==> src/rtl/fifo_write_port.sv <==
// Write side of the 8-entry FIFO: storage registers, write pointer, occupancy
// count and the registered write handshake (wr_ack / wr_err one cycle late).
module fifo_write_port #(
    parameter int DATA_WIDTH = 32
) (
    input  logic                  clk,
    input  logic                  reset,
    input  logic                  wr_en,
    input  logic [DATA_WIDTH-1:0] din,
    input  logic                  rd_pop,
    output logic [DATA_WIDTH-1:0] to_reg0,
    output logic [DATA_WIDTH-1:0] to_reg1,
    output logic [DATA_WIDTH-1:0] to_reg2,
    output logic [DATA_WIDTH-1:0] to_reg3,
    output logic [DATA_WIDTH-1:0] to_reg4,
    output logic [DATA_WIDTH-1:0] to_reg5,
    output logic [DATA_WIDTH-1:0] to_reg6,
    output logic [DATA_WIDTH-1:0] to_reg7,
    output logic [2:0]            wr_ptr,
    output logic [3:0]            count,
    output logic                  full,
    output logic                  empty,
    output logic                  wr_ack,
    output logic                  wr_err,
    output logic [1:0]            o_dbg_state
);

    // Handshake: a write is offered whenever wr_en is high at a rising edge.
    // It is accepted iff the pre-edge count is below 8; the outcome appears on
    // wr_ack (accepted) or wr_err (rejected) for exactly one cycle afterwards.
    typedef enum logic [1:0] {
        INIT     = 2'd0,
        NO_OP    = 2'd1,
        WRITE    = 2'd2,
        WR_ERROR = 2'd3
    } state_t;

    state_t                r_state;
    logic                  r_wr_ack;
    logic                  r_wr_err;
    logic [DATA_WIDTH-1:0] r_mem [8];
    logic [2:0]            r_wr_ptr;
    logic [3:0]            r_count;

    logic w_full;
    logic w_empty;
    logic w_accept;
    logic w_pop;

    assign w_full   = (r_count == 4'd8);
    assign w_empty  = (r_count == 4'd0);
    assign w_accept = wr_en & ~w_full;
    // A pop reported against an empty FIFO is the read side's error; ignore it.
    assign w_pop    = rd_pop & ~w_empty;

    always_ff @(posedge clk) begin
        if (reset) begin
            r_state  <= INIT;
            r_wr_ack <= 1'b0;
            r_wr_err <= 1'b0;
            r_wr_ptr <= 3'd0;
            r_count  <= 4'd0;
            for (int i = 0; i < 8; i++) begin
                r_mem[i] <= '0;
            end
        end else begin
            if (wr_en && !w_full) begin
                r_state  <= WRITE;
                r_wr_ack <= 1'b1;
                r_wr_err <= 1'b0;
            end else if (wr_en) begin
                r_state  <= WR_ERROR;
                r_wr_ack <= 1'b0;
                r_wr_err <= 1'b1;
            end else begin
                r_state  <= NO_OP;
                r_wr_ack <= 1'b0;
                r_wr_err <= 1'b0;
            end

            if (w_accept) begin
                r_mem[r_wr_ptr] <= din;
                r_wr_ptr        <= r_wr_ptr + 3'd1;
            end

            if (w_accept && !w_pop) begin
                r_count <= r_count + 4'd1;
            end else if (w_pop && !w_accept) begin
                r_count <= r_count - 4'd1;
            end
        end
    end

    assign to_reg0     = r_mem[0];
    assign to_reg1     = r_mem[1];
    assign to_reg2     = r_mem[2];
    assign to_reg3     = r_mem[3];
    assign to_reg4     = r_mem[4];
    assign to_reg5     = r_mem[5];
    assign to_reg6     = r_mem[6];
    assign to_reg7     = r_mem[7];
    assign wr_ptr      = r_wr_ptr;
    assign count       = r_count;
    assign full        = w_full;
    assign empty       = w_empty;
    assign wr_ack      = r_wr_ack;
    assign wr_err      = r_wr_err;
    assign o_dbg_state = r_state;

endmodule

==> config.mk <==
export PLATFORM = sky130hd
export DESIGN_NAME = fifo_write_port
export DESIGN_NICKNAME = d
export VERILOG_FILES = /design/src/rtl/fifo_write_port.sv
export SDC_FILE = /design/constraint.sdc
export NUM_CORES = 1
export LEC_CHECK = 0
export ABC_AREA = 1
export CORE_ASPECT_RATIO = 0.8
export CORE_MARGIN = 2
export CORE_UTILIZATION = 45
export CTS_BUF_LIST = sky130_fd_sc_hd__clkbuf_8
export DETAILED_ROUTE_END_ITERATION = 6
export DONT_BUFFER_PORTS = 1
export GPL_TIMING_DRIVEN = 0
export PLACE_DENSITY = 0.69
export SLEW_MARGIN = 20
export SYNTH_ARGS = -nofsm -noshare
export SYNTH_HDL_FRONTEND = slang
export SYNTH_SLANG_ARGS = --single-unit
==> constraint.sdc <==
create_clock -name clk -period 2.9 [get_ports clk]
set_input_delay 0.145 -clock clk [delete_from_list [all_inputs] [get_ports clk]]
set_output_delay 0.145 -clock clk [all_outputs]
set_load 0.01 [all_outputs]
# == Yosys cells after proc, flatten, opt, wreduce, memory -nomap -nowiden ==
# Memory sizes are Yosys's and may differ from the RTL's.
# Index checks and enable logic that the tools add are counted.
# totals
input_bits,36
reg_bits,11
output_inout_bits,269
word_cells,39
memories,1
ramBits,256
# classes
addsub,3
n_mux,14
reduce_logical,10
bitwise_logic,4
eq_ne,1
# memory_table
name,depth,width,rd,rd_ports_with_merged_regs,write_ports,line,source
r_mem,8,32,8,0,8,41,logic [DATA_WIDTH-1:0] r_mem [8];
# ops
operator,n
32-bit 2-to-1 mux,1
32-bit OR reduction,1
1-bit 2-to-1 mux,8
4-bit 2-to-1 mux,2
"4-bit by 1-bit adder with 4-bit output, second input constant",1
"4-bit equality test, second input constant",1
4-bit logical NOT,1
2-bit 2-to-1 mux,2
"4-bit by 1-bit subtractor with 4-bit output, second input constant",1
"3-bit by 1-bit adder with 3-bit output, second input constant",1
1-bit logical AND,3
1-bit logical NOT,3
3-bit 2-to-1 mux,1
1-bit AND,2
1-bit NOT,2
2-bit nonzero test,1
2-bit OR reduction,1

# == Longest topological paths before layout ==
# logic_depth
word_depth,8
ltp_mapped,14
mapped_depth_nobuf,14

# == Worst setup path after synthesis ==
# Ideal clock, no wire load.
# synth_path
path_kind,reg-to-reg
startpoint,register r_count[0] (netlist: count[0])
endpoint,"memory r_mem[0][0], enable pin"
path_slack_ps,595
period_less_slack_ps,2305
required_ps,2511
path_stages_with_launch,9
setup_time_ps,389
t_arrival_ps,1915
path_buffers,2
path_cell_list,dfxtp_1 > nor2_1 > nand3_2 > nand2_2 > nor2_2 > buf_6 > nand2_4 > buf_6 > nand2_1
# synth_rtl
item,line,source
start: declaration,43,logic [3:0] r_count;
start signal: assignment,87,r_count <= r_count + 4'd1;
start signal: assignment,89,r_count <= r_count - 4'd1;
end: declaration,41,

==> impl_metrics.ini <==
[worst_setup_path]
cp_num_buf_inv = 3
critPathMaxFanout = 17
worst-setup-path-type = reg2reg
end_kind = flop
critical-path-max-stage-delay_ns = 0.50
slowest_stage = dfxtp_1
cp.arrival_ns = 2.68
cp-start-kind = flop
crit_path_start = count[0]
critPathRequiredTime_ns = 3.12
reg2reg_setup_slack_ns = 0.44
r2r_start = count[0]
crit_chain = nor2_1 -> nand3_2 -> nand2_2 -> nor2_2 -> buf_6 -> nand2_4 -> buf_6 -> nand2_2 -> buf_16
cp_top_family = simple AND/OR/NAND/NOR gates

[yosys]
synth.area.top_cells = edfxtp_1, nor2_1, buf_6, dfxtp_1, inv_1
yosys.area.top_type = edfxtp_1
avgSynthCellArea_sq_um = 14.54
ys_types = 21
synth_area_sq_mm = 0.009742
ys_seq_area_share_pct = 81.17
synth_top_area_share_pct = 78.91
synth_nets = 711
ys_ff_latch = 267
syn_inst = 670
ys.warnings.count = 0

[job]
drv_cap = 0

[clock_tree]
cts_tree = built
clock_tree.buffer_depth = 3
clkTransAtPathRegs_ns = 0.06
insertion_delay_ns = 0.52
numCtsBuffers = 42
ctsResizeCount = 0
clock-sinks = 267
cts-root-buf = clkbuf_8
h-tree-depth = 2

[floorplanning]
die_area_sq_mm = 0.02285
core_region_area_sq_mm = 0.02138
die_h_microns = 135.6
rows = 48
die_w_microns = 168.5
initial_core_util_pct = 45.56
pin_count = 305

[power_and_ir_drop]
ir_drop_v = 0.0003530
cellPowerDensity_mw_per_mm2 = 746.0
p_leak_nw = 4.634

[grt]
grt_max_degree = 24
grt_pass1_vias = 5530
grt_pass1_wl_microns = 35780
grt_usage_pct = 21.54
grt_antenna_before_repair = 0
grt.overflow.total = 0

[sta]
relSlewSlack_pct = 51.99
finalSetupViolCount = 0
fin_crit_ns = 2.462
fin_crit_sh_pct = 84.88
finalClockSkew_ns = 0.01553
worst_pin_slew_ns = 0.7201
clock.fmax_mhz = 406.2
rsz0062_at_grt = false
slew_violations = 0
hold_viol = 0

[routing]
routed_via_density = 5.211
vias = 5508
dr.pass1.iters = 5
drc = 0
drtAntennaViolNets = 0
drtIter0Drc = 423
wl_per_cell_microns = 23.76
totalWireLength_microns = 25120

[final_layout]
design_area_sq_mm = 0.01140
drive_above_1_share_pct = 13.55
final_common_cell = nor2_1
antennaDiodeCount = 0
final_cell_mix = nor2_1, edfxtp_1, inv_1, clkbuf_8, dlygate4sd3_1
final_nets = 796
stdcell_count = 1057
syn2layout_area_growth_pct = 16.99

[hold_path]
holdCritStartpoint = din[19]
worst_hold_path_type = in2reg

[place]
dpl-instance-area_sq_mm = 0.01031
io_buffers = 0
gp_routability_congestion = 0.7848
dp_hpwl_microns = 17110
placedCellCount = 953

[run_status]
status = completed
[through the flow]
| step | util, % | setup WS [ns] | power [W] | hold WS, ns | TNS, ns |
|---|---|---|---|---|---|
| after global placement | 47.17 | -0.2041 | 0.005552 | 0.2196 | -36.30 |
| after global routing | 53.31 | 0.2728 | 0.008807 | 0.03776 | 0 |
| after detailed placement | 48.23 | 0.4558 | 0.005617 | 0.2203 | 0 |
| final | 53.31 | 0.4384 | 0.008502 | 0.03970 | 0 |
| after floorplan | - | 0.5952 | 0.005307 | 0.2141 | 0 |
| after CTS | 53.31 | 0.4268 | 0.008571 | 0.02414 | 0 |
[state kept, by name, summed over array words and instances, names as in the netlist]
| name | count |
|---|---|
| r_mem | 256 |
| wr_ack | 1 |
| count | 4 |
| wr_err | 1 |
| o_dbg_state | 2 |
| wr_ptr | 3 |
[logic make-up (layout without fill, tap and decap cells)]
family          Yosys count  in the layout  share of synthesized area, %
compound gates            9              9                        0.4622
buf+inv                  75            187                         4.636
xor+xnor                  4              4                        0.3597
flops                   267            267                         81.17
fa+ha+maj                 5              5                        0.7193
simple gates            310            310                         12.65
[synth_stat cells]
cell type	number
o21ai_1	3
nand3_1	4
xor2_1	3
nand2_1	23
clkbuf_1	1
xnor2_1	1
inv_1	45
nand2_4	7
nand3_2	1
edfxtp_1	256
buf_2	4
dfxtp_1	11
o21ai_0	3
nor2_2	1
nor2_1	273
inv_2	3
buf_6	22
fa_1	1
a21oi_1	3
ha_1	4
nand2_2	1
[timing repair]
item	CTS	global route
endpoints found under the setup margin	0	0
buffers inserted	0	0
hold endpoints to repair	181	0
hold buffers	33	0
[layer usage]
layer	global-route usage, %	vias to the layer above	wire (microns)
met1	27.07	2722	10000
met2	34.66	313	11940
met3	8.618	43	2661
met5	0	-	0
met4	6.561	0	505
li1	-	2430	-
[worst paths after layout]
| kind | endpoint | cells past startpoint |
|---|---|---|
| hold reg to reg | wr_ptr[2] | 2 |
| setup / recovery | r_mem[7][21] | 9 |
| setup reg to reg | r_mem[7][21] | 9 |
| hold / removal | r_mem[5][19] | 2 |
[area by class of cell]
| cell class | count | area (sq um) |
|---|---|---|
| fill | 1738 | 9983 |
| sequential | 267 | 7908 |
| buffer | 27 | 271.5 |
| timing repair buffer | 41 | 535.5 |
| inverter | 48 | 180.2 |
| clock inverter | 26 | 136.4 |
| multi-input combinational | 328 | 1403 |
| clock buffer | 45 | 619.3 |
| tap | 275 | 344.1 |
[power by group]
| group | internal [W] | switching, W | total (W) |
|---|---|---|---|
| logic | 0.000245 | 0.000516 | 0.000762 |
| registers | 0.00452 | 0.000292 | 0.00481 |
| clock network | 0.00152 | 0.00141 | 0.00293 |
| total | 0.00628 | 0.00222 | 0.00850 |
Note: power is estimated with default switching activity, not from simulation.
